===== src/rtl/seq_divider_16bit.sv =====
// seq_divider_16bit: multi-cycle restoring divider, one quotient bit per clock.
// Operands enter through a valid/ready handshake. Quotient, remainder and a
// divide-by-zero flag leave through a second valid/ready handshake.
// Define SEQ_DIVIDER_SIGNED_EN for two's-complement operands. Magnitudes are
// taken at accept, the unsigned core runs unchanged, and signs are applied on
// the last iteration. Without the macro the block is unsigned only.
//
// Handshake rule for both ports: a transfer happens on a rising clk edge where
// valid && ready are both 1. in_ready and out_valid are decoded from the state
// register only and never depend combinationally on any input. A source holds
// its payload stable while valid=1 and ready=0.
module seq_divider_16bit #(
    parameter int WIDTH = 16,
    parameter int CNT_W = 5
) (
    input  logic             clk,
    input  logic             rstn,
    input  logic             in_valid,
    output logic             in_ready,
    input  logic [WIDTH-1:0] dividend,
    input  logic [WIDTH-1:0] divisor,
    output logic             out_valid,
    input  logic             out_ready,
    output logic [WIDTH-1:0] quotient,
    output logic [WIDTH-1:0] remainder,
    output logic             div_by_zero
);

    typedef enum logic [1:0] {
        IDLE = 2'd0,
        CALC = 2'd1,
        DONE = 2'd2
    } state_t;

    localparam logic [WIDTH-1:0] ONE_W    = WIDTH'(1);
    localparam logic [CNT_W-1:0] ONE_C    = CNT_W'(1);
    localparam logic [CNT_W-1:0] ITER_CNT = CNT_W'(WIDTH);

    state_t           state_q, state_d;
    logic [CNT_W-1:0] cnt_q, cnt_d;
    logic [WIDTH-1:0] dvd_q, dvd_d;   // dividend shift register, MSB first
    logic [WIDTH-1:0] dvs_q, dvs_d;   // divisor (magnitude in signed mode)
    logic [WIDTH-1:0] quo_q, quo_d;
    logic [WIDTH-1:0] rem_q, rem_d;
    logic             dbz_q, dbz_d;

    // One restoring step. The partial remainder keeps its own MSB when it is
    // shifted: with a large divisor the shifted value can need WIDTH+1 bits.
    logic [WIDTH:0]   shifted;
    logic [WIDTH:0]   trial;
    logic             borrow;
    logic [WIDTH-1:0] rem_step;
    logic [WIDTH-1:0] quo_step;
    logic [WIDTH-1:0] op_a;
    logic [WIDTH-1:0] op_b;

`ifdef SEQ_DIVIDER_SIGNED_EN
    logic qneg_q, qneg_d;   // quotient negative: operand signs differ
    logic rneg_q, rneg_d;   // remainder negative: dividend negative
`endif

    // Restoring-division step and operand conditioning at accept
    always_comb begin
        shifted  = {rem_q, dvd_q[WIDTH-1]};
        trial    = shifted - {1'b0, dvs_q};
        borrow   = trial[WIDTH];
        rem_step = borrow ? shifted[WIDTH-1:0] : trial[WIDTH-1:0];
        quo_step = {quo_q[WIDTH-2:0], ~borrow};
`ifdef SEQ_DIVIDER_SIGNED_EN
        op_a = dividend[WIDTH-1] ? (~dividend + ONE_W) : dividend;
        op_b = divisor[WIDTH-1]  ? (~divisor + ONE_W)  : divisor;
`else
        op_a = dividend;
        op_b = divisor;
`endif
    end

    // Next-state, datapath next values and handshake outputs
    always_comb begin
        state_d = state_q;
        cnt_d   = cnt_q;
        dvd_d   = dvd_q;
        dvs_d   = dvs_q;
        quo_d   = quo_q;
        rem_d   = rem_q;
        dbz_d   = dbz_q;
`ifdef SEQ_DIVIDER_SIGNED_EN
        qneg_d  = qneg_q;
        rneg_d  = rneg_q;
`endif
        in_ready  = (state_q == IDLE);
        out_valid = (state_q == DONE);

        unique case (state_q)
            IDLE: begin
                if (in_valid) begin
                    dvd_d = op_a;
                    dvs_d = op_b;
`ifdef SEQ_DIVIDER_SIGNED_EN
                    qneg_d = dividend[WIDTH-1] ^ divisor[WIDTH-1];
                    rneg_d = dividend[WIDTH-1];
`endif
                    if (divisor == '0) begin
                        // Zero divisor skips the iterations entirely.
                        quo_d   = '1;
                        rem_d   = dividend;
                        dbz_d   = 1'b1;
                        state_d = DONE;
                    end else begin
                        rem_d   = '0;
                        dbz_d   = 1'b0;
                        cnt_d   = ITER_CNT;
                        state_d = CALC;
                    end
                end
            end
            CALC: begin
                if (cnt_q == '0) begin
                    // Unreachable in normal operation; escape rather than hang.
                    state_d = DONE;
                end else begin
                    dvd_d = {dvd_q[WIDTH-2:0], 1'b0};
                    cnt_d = cnt_q - ONE_C;
                    quo_d = quo_step;
                    rem_d = rem_step;
                    if (cnt_q == ONE_C) begin
                        state_d = DONE;
`ifdef SEQ_DIVIDER_SIGNED_EN
                        // Signs are applied as the final bit lands.
                        if (qneg_q) quo_d = ~quo_step + ONE_W;
                        if (rneg_q) rem_d = ~rem_step + ONE_W;
`endif
                    end
                end
            end
            DONE: begin
                if (out_ready) begin
                    dbz_d   = 1'b0;
                    state_d = IDLE;
                end
            end
            default: begin
                state_d = IDLE;
            end
        endcase
    end

    assign quotient    = quo_q;
    assign remainder   = rem_q;
    assign div_by_zero = dbz_q;

    // FSM state register
    always_ff @(posedge clk or negedge rstn) begin
        if (!rstn) begin
            state_q <= IDLE;
        end else begin
            state_q <= state_d;
        end
    end

    // Datapath registers: counter, operands, quotient, remainder, flags
    always_ff @(posedge clk or negedge rstn) begin
        if (!rstn) begin
            cnt_q  <= '0;
            dvd_q  <= '0;
            dvs_q  <= '0;
            quo_q  <= '0;
            rem_q  <= '0;
            dbz_q  <= 1'b0;
`ifdef SEQ_DIVIDER_SIGNED_EN
            qneg_q <= 1'b0;
            rneg_q <= 1'b0;
`endif
        end else begin
            cnt_q  <= cnt_d;
            dvd_q  <= dvd_d;
            dvs_q  <= dvs_d;
            quo_q  <= quo_d;
            rem_q  <= rem_d;
            dbz_q  <= dbz_d;
`ifdef SEQ_DIVIDER_SIGNED_EN
            qneg_q <= qneg_d;
            rneg_q <= rneg_d;
`endif
        end
    end

endmodule


===== config.mk =====
export PLATFORM = sky130hd
export DESIGN_NAME = seq_divider_16bit
export DESIGN_NICKNAME = d
export VERILOG_FILES = /design/src/rtl/seq_divider_16bit.sv
export SDC_FILE = /design/constraint.sdc
export NUM_CORES = 1
export LEC_CHECK = 0
export ABC_AREA = 1
export CAP_MARGIN = 20
export CORE_ASPECT_RATIO = 0.75
export CORE_MARGIN = 1.5
export CORE_UTILIZATION = 53
export DETAILED_ROUTE_END_ITERATION = 7
export PLACE_DENSITY = 0.76
export SLEW_MARGIN = 20
export SYNTH_ARGS = -nofsm -noshare
export SYNTH_HDL_FRONTEND = slang
export SYNTH_SLANG_ARGS = --single-unit

===== constraint.sdc =====
create_clock -name clk -period 4.75 [get_ports clk]
set_clock_uncertainty 0.05 [all_clocks]
set_input_delay 0.95 -clock clk [delete_from_list [all_inputs] [get_ports clk]]
set_output_delay 0.95 -clock clk [all_outputs]
set_load 0.01 [all_outputs]

==> results list, run 1 <==
- Data arrival time of the worst path: 3.09 ns
- The share of synthesized area in the top cell type comes to 0.381.
* Average wire length per cell after detail routing: 14.2 um
- Total number of vias: roughly 4,300
* Post-CTS clock slew at the launch and capture registers of the worst setup and hold paths: approximately 0.060 ns
- In this run the remaining antenna-violating nets after routing total 0.
* R2r startpoint: dvd_q[15]$_DFFE_PN0P_
- Using the TritonRoute via totals, the vias-per-cell ratio works out to between 5 and 6.
- Number of nets produced by synthesis: 695
- The congestion estimate from routability-driven global placement came to about 0.89.
- Entering global routing, the biggest net connects 73 pins.
- For the pin with the worst max-slew slack, the measured transition is approximately 0.9 ns.
- The slowest stage of the critical path belongs to the cell sky130_fd_sc_hd__nand2_2.
- Yosys printed 0 warnings.
- Area of the die: roughly 9500 um^2
* Final Hold Viols: 0
- The startpoint identified for the worst hold timing path is cnt_q[4]$_DFFE_PN0P_.
- The biggest area contributor in the post-synthesis netlist is sky130_fd_sc_hd__dfrtp_1.
* Mean instance size in the synthesized netlist: around 7.4 um^2
- The critical path goes through clkdlybuf4s50_1 -> inv_1 -> nor2_8 -> inv_2 -> nand2_2 -> nand2_2 -> a22oi_1.
- The repair_antennas step left the layout with diodes totalling 0.
- Prior to clock tree synthesis, the placed netlist has a worst setup slack of 1.51 ns.
- Combined global-route utilization of all metal layers: 0.261
- For this design, the CTS-stage hold fixing added 0 buffers.
- Commonest register cell after synthesis: sky130_fd_sc_hd__dfrtp_1
- The initial antenna violation count was 0.
- Detailed-placement wirelength estimate: ~8.5 mm
* Later-pin clock latency in the skew report: around 0.33 ns
- Sequential-to-total area share from yosys stat: 0.381
- The number of pins with negative max-slew slack in the final report is 0.
- After floorplanning, the core was divided into 29 placement rows.
* Worst endpoint required time: slightly below 5 ns
- After synthesis, the share of flip-flops with an asynchronous set or reset is 1.00.
* TritonCTS clock tree: built
- Crit path time final: ~2.9 ns
- Number of cells upsized or downsized after cts: 0
* Crit Path Class: in -> reg
* Number of fill cells in the layout: 729
- In this run, CTS created clock tree buffers numbering 9.
- By instance count, the cell type seen most on the critical path is sky130_fd_sc_hd__nand2_2.
- Synthesis inferred just over 70 register bits.
- Post-Syn Instances: approximately 640
- Final setup margin: about 1.8 ns
* Remaining DRCs: 5
* CTS H-tree lvls: 3
- In this run the deepest clock path goes through 2 buffers.
* EDFF count, synth: 0
- Wire length of the first global-routing pass: ~20 mm
- In this run the worst path has a maximum fanout of 38.
- IO Count: slightly above 70
- Counting tap cells, the placed design contains a total of between 700 and 800 instances.
* Placement-stage cell area: approximately 5400 um^2
* Number of nets in the layout: between 700 and 800
* Outcome: complete, but fails checks
* Commonest cells in the netlist: 162 x sky130_fd_sc_hd__nand2_1, 116 x sky130_fd_sc_hd__inv_1, 72 x sky130_fd_sc_hd__dfrtp_1
* Area growth from synthesis to layout: 21.8%
* Share of final-layout standard cells stronger than drive strength 1: 0.101
- Via count of the first global-routing pass: 4,150
- First-iteration detailed-routing DRC count: roughly 350
- Summing all non-filler instances in the final layout gives an area of ~5800 um^2.
* Width of the chip: around 110 um
- The worst setup path is launched from an input port.
- Together, buffers and inverters on the worst path number 3.
* Final setup TNS: 0 ns
- Number of library cell types mapped by synthesis: 41
- Port Buffer Count: 70
* Cell family with most CP delay: simple AND/OR/NAND/NOR gates
* Initial core utilization: 0.552
* TritonRoute pass-1 iters: 7
- Delay of the slowest cell on the worst path: approximately 0.50 ns
- Sorting the synthesized cells by area gives the leading types as sky130_fd_sc_hd__dfrtp_1 38%, sky130_fd_sc_hd__nand2_1 13%, sky130_fd_sc_hd__inv_1 9.2%.
- After synthesis the cells add up to ~4700 um^2.
- Total Wirelength: 11.6 mm
- Clk Tree Root Cell: sky130_fd_sc_hd__clkbuf_16
- Vertical die dimension: roughly 85 um
* Timing-limited maximum frequency: 0.343 GHz
- Post-CTS timing repair inserted 0 buffers for setup.
* Std-Cell Core Area: roughly 8600 um^2
* Unrepaired setup endpoints after global routing: no
- Tightest slew margin relative to the limit: 0.393
- STA classifies the critical path endpoint as a flip-flop.
- In the finished design, the share of the clock period the worst path needs comes to 0.614.
- The final reports fail on DRC.
- The worst hold path belongs to the class reg -> reg.
* Critical path origin: in_valid
- In the post-synthesis netlist, the cell with the most instances is sky130_fd_sc_hd__nand2_1.
- Final std cells w/o fill: approximately 810
- Setup violations remaining at the end of the flow were counted as 0.
* TritonCTS sink count: just over 70
* Max capacitance violation total: 0
- Global routing finished with a remaining overflow of 0.
## state kept, by name, summed over array words and instances, names as in the netlist
signal,count
state_q,2
dvs_q,16
remainder,16
dvd_q,16
div_by_zero,1
cnt_q,5
quotient,16
## layout make-up
type	count	area, um^2	area share
Clock buffer	12	256	0.0446
Multi-Input combinational cell	417	2310	0.402
Clock inverter	4	51.3	0.00892
Tap cell	108	135	0.0235
Sequential cell	72	1800	0.313
Inverter	129	484	0.0842
Timing Repair Buffer	72	711	0.124
## stage by stage
stage | hold WS (ns) | utilization
6_report | 0.435 | 0.672
2_1_floorplan | 0.396 | -
3_3_place_gp | 0.418 | 0.636
5_1_grt | 0.459 | 0.672
3_5_place_dp | 0.423 | 0.636
4_1_cts | 0.438 | 0.672
## worst register-to-register path, delay by kind of cell, from the launching register on
kind,cells,cell delay [ns]
AOI/OAI and AO/OA,1,0.14
DFF,1,0.34
and+or+nand+nor,11,1.16
buffers and inverters,2,0.15
adders and majority gates,2,0.67
## worst paths after layout
| kind | slack [ns] | end | cells past startpoint |
|---|---|---|---|
| max in group asynchronous | 3.27 | cnt_q[3]$_DFFE_PN0P_ | 2 |
| max reg2reg | 2.18 | remainder[14]$_DFFE_PN0P_ | 16 |
| max | 1.84 | quotient[3]$_DFFE_PN0P_ | 7 |
| min | 0.43 | cnt_q[4]$_DFFE_PN0P_ | 2 |
| min in group asynchronous | 0.76 | dvs_q[10]$_DFFE_PN0P_ | 2 |
| min reg2reg | 0.43 | cnt_q[4]$_DFFE_PN0P_ | 2 |
## routing by layer
| metal | global-route usage | up-vias | share of wire |
|---|---|---|---|
| met5 | 0 | - | 0 |
| met2 | 0.406 | 146 | 0.43 |
| met3 | 0.0527 | 22 | 0.073 |
| met1 | 0.378 | 1998 | 0.48 |
| met4 | 0.0656 | 0 | 0.013 |
| li1 | - | 2120 | - |
## placed cells by master, fill, tap and decap left out, drive strengths merged, types with 19 or more instances in the layout
master,count
o21ai,64
inv,123
dfrtp,72
ha,19
nand3,32
clkdlybuf4s50,69
a21oi,28
nand2,182
nor2,40
## kinds of logic (layout without fill, tap and decap cells)
group	count (synthesis)	after routing	share of synthesized area
adder cells (fa/ha/maj)	20	20	0.0546
AO/OA/AOI/OAI	111	111	0.139
AND/OR/NAND/NOR	278	278	0.282
buffers and inverters	150	217	0.129
flip-flops	72	72	0.381
XOR/XNOR	8	8	0.0148
Power of run 1 is not shown: default switching activity piles up to over one toggle a cycle in this logic, so the estimate is an artifact.
==> inputs of run 2 (changes only) <==
==> constraint.sdc (replaced) <==
create_clock -name clk -period 2.81 [get_ports clk]
set_clock_uncertainty 0.05 [all_clocks]
set_input_delay 0.562 -clock clk [delete_from_list [all_inputs] [get_ports clk]]
set_output_delay 0.562 -clock clk [all_outputs]
set_load 0.01 [all_outputs]
==> run 2 against run 1 <==
  * Highest routed layer unchanged
  * The flow still finishes with violations (DRC)
  * Critical path depth grew 9
  * Non-clock buffer count increased by 4
  * Register-to-register slack worse by 1.8 ns
  * Via count decreased by 2.8%
  * Die area did not move
  * Flip-flop and latch count is the same
  * Cell count up 0.25%
  * First-iteration DRC count is 4.0% higher
==> results list, run 2 (synthesized netlist as in run 1, its figures left out) <==
* IO Count: 71 (unchanged)
- The final design area excluding fillers came to 5760 um^2 (+0.20%).
- The number of sinks on the clock net is 72 (unchanged).
- Width of the chip: 112 um (unchanged)
* Average wire length per cell after detail routing: 14.2 um (+0.13%)
- Outcome: complete, but fails checks
- The half-perimeter wire length after placement is 8.83 mm (+3.3%).
- The share of the core filled with cells was 0.673 (+0.00131).
- The root buffer cell chosen for the clock tree is sky130_fd_sc_hd__clkbuf_16.
* Diodes inserted: 0 (unchanged)
- The number of nets with antenna violations after detailed routing is 0 (unchanged).
- Setup violation total in the final timing report: 0 (unchanged)
- Number of placement rows: 29 (unchanged)
- Area of the multi-input gates: 2310 um^2 (unchanged)
* Final global-route overflow total: 0 (unchanged)
- Crit path time final: about 2.4 ns
- Delay of the slowest cell on the worst path: 0.40 ns (-0.10 ns)
* Fin crit share: 0.856
- The iteration count of the initial detailed-routing pass was 8 (+1).
- Critical Path Start Type: flip-flop
- The worst setup path is captured at a flip-flop.
- The path class of the tightest hold or removal check is in -> async.
- Critical path, cell by cell: inv_1 -> ha_1 -> fa_1 -> inv_1 -> nand2_1 -> nand2_1 -> nand3_2 -> nand2_4 -> nand2_4 -> nand2_2 -> nand2_4 -> nand2_4 -> nand2_1 -> nand2_1 -> nand2_1 -> a21oi_1
- The number of pins with negative max-slew slack in the final report is 0 (unchanged).
* Most frequent cells in the layout: 162 x sky130_fd_sc_hd__nand2_1, 116 x sky130_fd_sc_hd__inv_1, 72 x sky130_fd_sc_hd__dfrtp_1
- Final setup TNS: 0 ns (unchanged)
- Crit path top cell by count: sky130_fd_sc_hd__nand2_1
* Crit Path Class: reg -> reg
- CTS Buf Count: 9 (unchanged)
- The floorplan core area was 8560 um^2 (unchanged).
- The pin slew with the least headroom to its limit came to 0.723 ns (-0.188 ns).
* Via count of the first global-routing pass: 4,023 (-3.1%)
- The global-route wire length before repair is 19.7 mm (-0.83%).
* Vias per inst: 5.11 (-3.0%)
- The buffers plus inverters on the worst setup path came to 2 (-1).
- Unrepaired setup endpoints after global routing: no
* Combined flip-flop and latch cell area: 1800 um^2 (unchanged)
- Antenna violations before repair: 0 (unchanged)
- Cell with the largest stage delay on the worst path: sky130_fd_sc_hd__fa_1
- The initial standard-cell utilization of the core came to 0.552 (unchanged).
* Final Hold Viols: 0 (unchanged)
- The worst slew slack as a fraction of its limit is 0.517 (+0.125).
- Maximum number of pins on one net before global-route repair: 73 (unchanged)
* # hold bufs at CTS: 0 (unchanged)
- Max capacitance violation total: 0 (unchanged)
- TritonCTS clock tree: built
* Area growth from synthesis to layout: 22.0%
* Later-pin clock latency in the skew report: 0.34 ns (about the same)
- Gp weighted congestion: 0.907 (+2.0%)
* Leading cell type in the layout, fill and taps excluded: sky130_fd_sc_hd__nand2_1
- The number of fill cells came to 782 (+7.3%).
- The final routed DRC violation total was 5 (unchanged).
* CTS H-tree lvls: 3 (unchanged)
- Number of cells upsized or downsized after cts: 0 (unchanged)
- Post-CTS clock slew at the launch and capture registers of the worst setup and hold paths: 0.06 ns (about the same)
- The number of nets in the final layout came to 761 (+0.53%).
* Cell family with most CP delay: simple AND/OR/NAND/NOR gates
- The required time of the worst setup path was 3.02 ns (-1.91 ns).
* CP Max Fanout: 18 (-53%)
- First-iteration detailed-routing DRC count: 362 (+4.0%)
- Vertical die dimension: 84.8 um (unchanged)
* Area of the die: 9490 um^2 (unchanged)
- Combined global-route utilization of all metal layers: 0.263 (+0.00187)
- The total of buffers placed on input and output ports is 70 (unchanged).
* Placement-stage cell area: 5490 um^2 (+0.78%)
* Total number of vias: 4,167 (-2.8%)
- Max clock buf depth: 2 (unchanged)
- The layout cell share with drive strength beyond 1 came to 0.103 (+0.00254).
- Data arrival time of the worst path: 2.62 ns (-0.47 ns)
* Number of buffers inserted by post-CTS setup repair: 0 (unchanged)
- Timing-limited maximum frequency: 0.416 GHz
* Failing checks: DRC
* Total Wirelength: 11.6 mm (+0.38%)
[run 2: cell count changes in the layout (fill, tap and decap cells not counted)]
cell,change
sky130_fd_sc_hd__clkbuf_8,-2
sky130_fd_sc_hd__buf_4,+3
sky130_fd_sc_hd__buf_12,+1
sky130_fd_sc_hd__inv_6,-1
sky130_fd_sc_hd__clkinv_2,+1
[run 2: final timing paths]
check / startpoint / endpoint / slack (ns) / cells past startpoint
worst min-delay path: rstn / dvs_q[10]$_DFFE_PN0P_ / 0.18 / 2
min in group clk: cnt_q[1]$_DFFE_PN0P_ / cnt_q[1]$_DFFE_PN0P_ / 0.44 / 2
worst min register to register: cnt_q[1]$_DFFE_PN0P_ / cnt_q[1]$_DFFE_PN0P_ / 0.44 / 2
worst max register to register: dvd_q[15]$_DFFE_PN0P_ / remainder[14]$_DFFE_PN0P_ / 0.40 / 16
worst max-delay path: dvd_q[15]$_DFFE_PN0P_ / remainder[14]$_DFFE_PN0P_ / 0.40 / 16
max in group asynchronous: rstn / dvd_q[9]$_DFFE_PN0P_ / 2.20 / 2
[run 2: per-stage QoR]
| stage | worst slack [ns] | std cells | hold WS, ns |
|---|---|---|---|
| 3_3_place_gp | 0.388 | 802 | 0.416 |
| 4_1_cts | 0.415 | 816 | 0.217 |
| 3_5_place_dp | 0.352 | 802 | 0.421 |
| 6_report | 0.404 | 816 | 0.177 |
| 2_1_floorplan | 0.702 | 639 | 0.216 |
| 5_1_grt | 0.218 | 816 | 0.223 |
[run 2: worst register-to-register path, delay by kind of cell, from the launching register on]
kind                     cells  cell delay [ns]
buffers and inverters        2             0.14
AO/OA/AOI/OAI                1             0.14
adder cells (fa/ha/maj)      2             0.62
flip-flops                   1             0.35
AND/OR/NAND/NOR             11             1.03
[run 2: cell type report]
class                           count  area share
Sequential cell                    72       0.313
Tap cell                          108      0.0234
Multi-Input combinational cell    417       0.401
Clock inverter                      4     0.00825
Clock buffer                       10      0.0397
Timing Repair Buffer               76       0.131
Inverter                          129      0.0840
[run 2: layer usage]
| layer | GRT usage | share of wire |
|---|---|---|
| met5 | 0 | 0 |
| met4 | 0.0644 | 0.0098 |
| met3 | 0.0585 | 0.062 |
| met2 | 0.398 | 0.42 |
| met1 | 0.386 | 0.50 |
Power of run 2 is left out for the same reason.
==> inputs of run 3 (changes only) <==
--- a/config.mk
+++ b/config.mk
@@ -10,8 +10,9 @@
 export CORE_ASPECT_RATIO = 0.75
 export CORE_MARGIN = 1.5
 export CORE_UTILIZATION = 53
+export CTS_BUF_LIST = sky130_fd_sc_hd__clkbuf_4 sky130_fd_sc_hd__clkbuf_8
 export DETAILED_ROUTE_END_ITERATION = 7
-export PLACE_DENSITY = 0.76
+export PLACE_DENSITY_LB_ADDON = 0.3
 export SLEW_MARGIN = 20
 export SYNTH_ARGS = -nofsm -noshare
 export SYNTH_HDL_FRONTEND = slang
==> run 3 against run 2 <==
  * The flow still finishes with violations (DRC)
  * Non-clock buffer count shrank 1
  * Global-route usage shrank 0.74 points
  * Register-to-register slack lost 0.11 ns
==> results list, run 3 (synthesized netlist as in run 1, its figures left out) <==
- Most frequent cells in the layout: 162 x sky130_fd_sc_hd__nand2_1, 116 x sky130_fd_sc_hd__inv_1, 72 x sky130_fd_sc_hd__dfrtp_1
- Diodes inserted: 0 (unchanged)
- Post-detailed-route count of antenna-violating nets: 0 (unchanged)
* Initial core utilization: 0.552 (unchanged)
* Number of nets in the layout: 760 (-0.13%)
- The worst setup slack for register-to-register paths was 0.29 ns (-0.11 ns).
- The final instance count without filler cells was 817 (+0.12%).
- Later-pin clock latency in the skew report: 0.36 ns (+0.02 ns)
- Leading cell type in the layout, fill and taps excluded: sky130_fd_sc_hd__nand2_1
* Number of cells upsized or downsized after cts: 0 (unchanged)
- Max clock buf depth: 2 (unchanged)
- The post-CTS clock slew at the launch and capture registers of the worst setup and hold paths came to 0.08 ns (+0.02 ns).
* TritonRoute pass-1 iters: 7 (-1)
- The number of hold buffers added after cts came to 0 (unchanged).
- The highest fanout seen on the critical path is 18 (unchanged).
* Worst reg2reg endpoint: remainder[14]$_DFFE_PN0P_
- The number of buffers added by the clock tree synthesis step came to 9 (unchanged).
* Area growth from synthesis to layout: 21.5%
- The worst setup path is of the reg -> reg kind.
- Area of the multi-input gates: 2310 um^2 (unchanged)
- The clock period minus final worst setup slack came to 2.52 ns (+0.112 ns).
- Number of buffers inserted by post-CTS setup repair: 0 (unchanged)
- Share of final-layout standard cells stronger than drive strength 1: 0.106 (+0.00268)
- Met2 Use GR: 0.388 (-0.0107)
- Setup repair after global routing left no endpoint under its margin.
* Total number of vias: 4,306 (+3.3%)
* Gp weighted congestion: 0.878 (-3.1%)
- The global-route wire length before repair is 19.1 mm (-2.7%).
- The final critical-path share of the clock period is 0.896 (+0.0398).
- Combined global-route utilization of all metal layers: 0.256 (-0.00738)
- The cell total after placement came to 801 (-0.12%).
- Setup crit end kind: flip-flop
- The number of pins with negative max-slew slack in the final report was 0 (unchanged).
- Delay of the slowest cell on the worst path: 0.41 ns (about the same)
- The required time of the worst setup path came to 3.04 ns (+0.02 ns).
- Maximum number of pins on one net before global-route repair: 73 (unchanged)
- Final global-route overflow total: 0 (unchanged)
* CTS H-tree lvls: 3 (unchanged)
- The worst slew slack as a fraction of its limit was 0.495 (-0.0219).
- Antenna violations before repair: 0 (unchanged)
- The worst setup path is launched from a flip-flop.
* Cell family with most CP delay: simple AND/OR/NAND/NOR gates
- Met1 usage: 0.365 (-0.0210)
- Remaining DRCs: 15 (+10)
* Final setup TNS: 0 ns (unchanged)
* Combined flip-flop and latch cell area: 1800 um^2 (unchanged)
* Clk Tree Root Cell: sky130_fd_sc_hd__clkbuf_8
- Instance count on the critical path: 16 (unchanged)
- The number of violations reported at the end of detailed-routing iteration 0 is 356 (-1.7%).
- The overall die area is 9490 um^2 (unchanged).
- Vias per inst: 5.27 (+3.2%)
- TritonCTS clock tree: built
- The wire length per cell after detailed routing was 14.2 um (-0.49%).
- The max-cap check violation count was 0 (unchanged).
- The number of global-route vias before repair came to 4,058 (+0.87%).
- Buffers plus inverters on the worst setup path: 2 (unchanged)
- The number of sinks on the clock net is 72 (unchanged).
* Outcome: complete, but fails checks
- Vertical die dimension: 84.8 um (unchanged)
- IO Count: 71 (unchanged)
- The pin slew with the least headroom to its limit was 0.756 ns (+0.0328 ns).
- Width of the chip: 112 um (unchanged)
- Total Wirelength: 11.6 mm (-0.37%)
- Number of fill cells in the layout: 771 (-1.4%)
- The worst-case reg-to-reg path depth was 16 (unchanged).
- The floorplan core area was 8560 um^2 (unchanged).
- The critical path goes through inv_1 -> ha_1 -> fa_1 -> inv_1 -> nand2_1 -> nand2_1 -> nand3_2 -> nand2_4 -> nand2_4 -> nand2_2 -> nand2_4 -> nand2_4 -> nand2_1 -> nand2_1 -> nand2_1 -> a21oi_1.
- Setup violation total in the final timing report: 0 (unchanged)
- The checks that failed: DRC.
- The global-route met3 utilization came to 0.0635 (+0.00505).
* Port Buffer Count: 70 (unchanged)
* R2r startpoint: dvd_q[15]$_DFFE_PN0P_
* Layer with the highest usage after global routing: met2
- Final Hold Viols: 0 (unchanged)
- Detailed-placement wirelength estimate: 8.59 mm (-2.7%)
* Crit path top cell by count: sky130_fd_sc_hd__nand2_1
- Critical path origin: dvd_q[15]$_DFFE_PN0P_
* Data arrival time of the worst path: 2.75 ns (+0.13 ns)
* Number of placement rows: 29 (unchanged)
- Cell with the largest stage delay on the worst path: sky130_fd_sc_hd__fa_1
- The min-delay analysis places its worst path in the category in -> async.
* Timing-limited maximum frequency: 0.397 GHz (-4.4%)
==> run 3: cell count changes in the layout (fill, tap and decap cells not counted) <==
cell                        change
sky130_fd_sc_hd__clkinv_2       -1
sky130_fd_sc_hd__clkbuf_16      -9
sky130_fd_sc_hd__buf_12         +1
sky130_fd_sc_hd__bufinv_16      +2
sky130_fd_sc_hd__clkbuf_8       +9
sky130_fd_sc_hd__clkinv_4       +2
sky130_fd_sc_hd__buf_4          -2
sky130_fd_sc_hd__clkbuf_1       -1
==> run 3: layout make-up <==
class,instances,area share
clock buffers,9,0.0216
clock inverters,7,0.0209
inverters,129,0.0844
multi-input cells,417,0.403
flip-flops and latches,72,0.314
well taps,108,0.0236
repair buffers,75,0.132
==> run 3: how the worst max path moves through the flow <==
stage,to,slack [ns]
finish,remainder[14]$_DFFE_PN0P_,0.29
global route,remainder[13]$_DFFE_PN0P_,0.11
CTS,remainder[14]$_DFFE_PN0P_,0.32
detailed placement,remainder[5]$_DFFE_PN0P_,0.26
global placement,remainder[0]$_DFFE_PN0P_,0.27
floorplan,remainder[0]$_DFFE_PN0P_,0.70
==> run 3: worst register-to-register path, cell delays in order, from the launching register on <==
cell                      delay (ns)
sky130_fd_sc_hd__dfrtp_1        0.36
sky130_fd_sc_hd__inv_1          0.07
sky130_fd_sc_hd__ha_1           0.22
sky130_fd_sc_hd__fa_1           0.41
sky130_fd_sc_hd__inv_1          0.07
sky130_fd_sc_hd__nand2_1        0.04
sky130_fd_sc_hd__nand2_1        0.12
sky130_fd_sc_hd__nand3_2        0.11
sky130_fd_sc_hd__nand2_4        0.11
sky130_fd_sc_hd__nand2_4        0.06
sky130_fd_sc_hd__nand2_2        0.08
sky130_fd_sc_hd__nand2_4        0.13
sky130_fd_sc_hd__nand2_4        0.24
sky130_fd_sc_hd__nand2_1        0.10
sky130_fd_sc_hd__nand2_1        0.09
sky130_fd_sc_hd__nand2_1        0.05
sky130_fd_sc_hd__a21oi_1        0.13
==> run 3: layer usage <==
layer  routed length (um)  share of wire
met3                  862          0.074
met1                 5480           0.47
met5                    0              0
met2                 5090           0.44
met4                  146          0.013
==> run 3: stage by stage <==
step / util / setup slack [ns] / cell area, um^2 / hold WS (ns)
6_report: 0.670 / 0.292 / 5740 / 0.156
5_1_grt: 0.670 / 0.107 / 5740 / 0.189
4_1_cts: 0.670 / 0.322 / 5740 / 0.176
3_5_place_dp: 0.641 / 0.263 / 5490 / 0.428
3_3_place_gp: 0.641 / 0.266 / 5490 / 0.415
2_1_floorplan: - / 0.702 / 4720 / 0.216
Power of run 3 is left out for the same reason.
==> edit: new RTL, settings of run 2 <==
Change the parameter `WIDTH` from 16 to 32.
--- a/src/rtl/seq_divider_16bit.sv
+++ b/src/rtl/seq_divider_16bit.sv
@@ -11,5 +11,5 @@
 // its payload stable while valid=1 and ready=0.
 module seq_divider_16bit #(
-    parameter int WIDTH = 16,
+    parameter int WIDTH = 32,
     parameter int CNT_W = 5
 ) (
Ports: changed (resized dividend, divisor, quotient and remainder); port bits go from 71 to 135. The function was not compared with the original's and may differ.
==> edit against run 2 <==
Synthesized area is 93% higher. Cell area increased by 97%. Critical endpoint is now remainder[22]$_DFFE_PN0P_. Non-clock buffer count is 83 higher. Critical path depth up 2. Highest routed layer unchanged. Critical path type unchanged. Setup slack got worse by 260 ps. Wire length up 130%. Sequential cell count up 64.
Power is not shown: default switching activity piles up to over one toggle a cycle in this logic, so the estimate is an artifact.
==> edit: results (changes against run 2) <==
[metrics] Synth Instances: 1365 (+110%)
[metrics] met1 layer wirelength in the final routing: 12.8 mm (+120%)
[metrics] count of fill cells added during filler insertion: 1485 (+90%)
[metrics] Detailed Route WL: 26.9 mm (+130%)
[metrics] GR Util met2: 43.5% (+3.7 points)
[metrics] layout cells sized above 1: 5.84% (-4.5 points)
[metrics] deepest level of the CTS H-tree: 4 (+1)
[metrics] met3 global-route usage: 7.09% (+1.2 points)
[metrics] largest net degree at the start of global routing: 58 (-21%)
[metrics] leading cell types by total area after synthesis: sky130_fd_sc_hd__dfrtp_1, sky130_fd_sc_hd__nand2_1, sky130_fd_sc_hd__inv_1
[metrics] slowest library cell on the worst path: sky130_fd_sc_hd__fa_1
[metrics] maximum root-to-sink buffer count: 2 (unchanged)
[metrics] number of port buffers: 134 (+91%)
[metrics] Detail Route met2 WL: 11.1 mm (+120%)
[metrics] Register-to-Register Path Depth: 18 (+2)
[metrics] most frequently used flop master after synthesis: sky130_fd_sc_hd__dfrtp_1
[metrics] via count of the first global-routing pass: 8285 (+110%)
[metrics] wire length on met3: 2.59 mm (+260%)
[metrics] launching point of the worst reg2reg path: dvd_q[31]$_DFFE_PN0P_
[metrics] GPL Wtd Cong: 0.962 (+6.1%)
[metrics] fraction of the yosys area taken by sequential cells: 37.4% (-0.77 points)
[metrics] critical path fanouts, max: 22 (+4)
[metrics] post-route worst hold slack: 59.8 ps (-117 ps)
[metrics] Crit Path Class: reg2reg
[metrics] overall fraction of global-route tracks in use: 30.7% (+4.4 points)
[metrics] HPWL after detailed placement: 20.4 mm (+130%)
[metrics] met1 usage: 46.5% (+7.9 points)
[metrics] overall via count from detail_route: 8981 (+120%)
[metrics] total number of nets in the final design: 1599 (+110%)
[metrics] Worst Setup Slack, final: 146 ps (-258 ps)
[metrics] outcome: finished clean
[metrics] placed standard-cell area: 10700 sq um (+96%)
[metrics] number of buffers created by CTS: 17 (+8)
[metrics] Inst Count DP: 1690 (+110%)
[metrics] wire length of the first global-routing pass: 42.4 mm (+120%)
[metrics] number of nets in the synthesized netlist: 1469 (+110%)
[metrics] Clock Root Buffer: sky130_fd_sc_hd__clkbuf_16
[metrics] maximum cell stage delay along the critical path: 410 ps
[metrics] TritonRoute pass-1 iters: 6 (-2)
[metrics] later-pin clock latency in the skew report: 430 ps (+90 ps)
[metrics] share of the core filled with cells in the final layout: 67.5% (+0.21 points)
[metrics] termination of the worst setup path: remainder[22]$_DFFE_PN0P_
[metrics] slew at the pin with the worst max-slew slack: 573 ps (-150 ps)
[metrics] number of DRC markers after the initial detailed-route iteration: 915 (+150%)
[metrics] average vias per placed instance: 5.21 (+2.1%)
[metrics] ranking of synthesized cells by instance count: sky130_fd_sc_hd__nand2_1, sky130_fd_sc_hd__inv_1, sky130_fd_sc_hd__dfrtp_1, sky130_fd_sc_hd__o21ai_0, sky130_fd_sc_hd__nor2_1
[metrics] share of synthesized flip-flops with an asynchronous set or reset: 100% (unchanged)
[metrics] post-place setup slack: -8.50 ps (-360 ps)
[metrics] data arrival time at the worst-slack endpoint: 2920 ps (+300 ps)
## edit: changes by cell type in the layout (fill, tap and decap cells not counted), sizes merged, moves of 19 or more
cell and delta:
a31oi +31, clkdlybuf4s50 +64, buf +19, dfrtp +64
o21ai +35, a21oi +30, nand2 +270, inv +165
nor2 +59
## edit: cell families (layout without fill, tap and decap cells)
logic type	after synthesis	after routing	synth area share, %
AOI/OAI and AO/OA	226	226	14.3
buffers and inverters	332	474	14.4
DFF	136	136	37.4
and+or+nand+nor	619	620	27.4
adders and majority gates	36	36	5.03
xor gates and xnor gates	16	16	1.54
## edit: repair_timing
item / in CTS / in global routing
hold buffers: 0 / 0
endpoints found under the setup margin: 0 / 32
resized for setup: 0 / 5
## edit: cell type report
type / instances / share of cell area, %
Clock inverter: 13 / 1.29
Timing Repair Buffer: 159 / 14.2
Multi-Input combinational cell: 898 / 39.0
Sequential cell: 136 / 30.0
Clock buffer: 19 / 3.81
Tap cell: 215 / 2.37
Inverter: 283 / 9.35
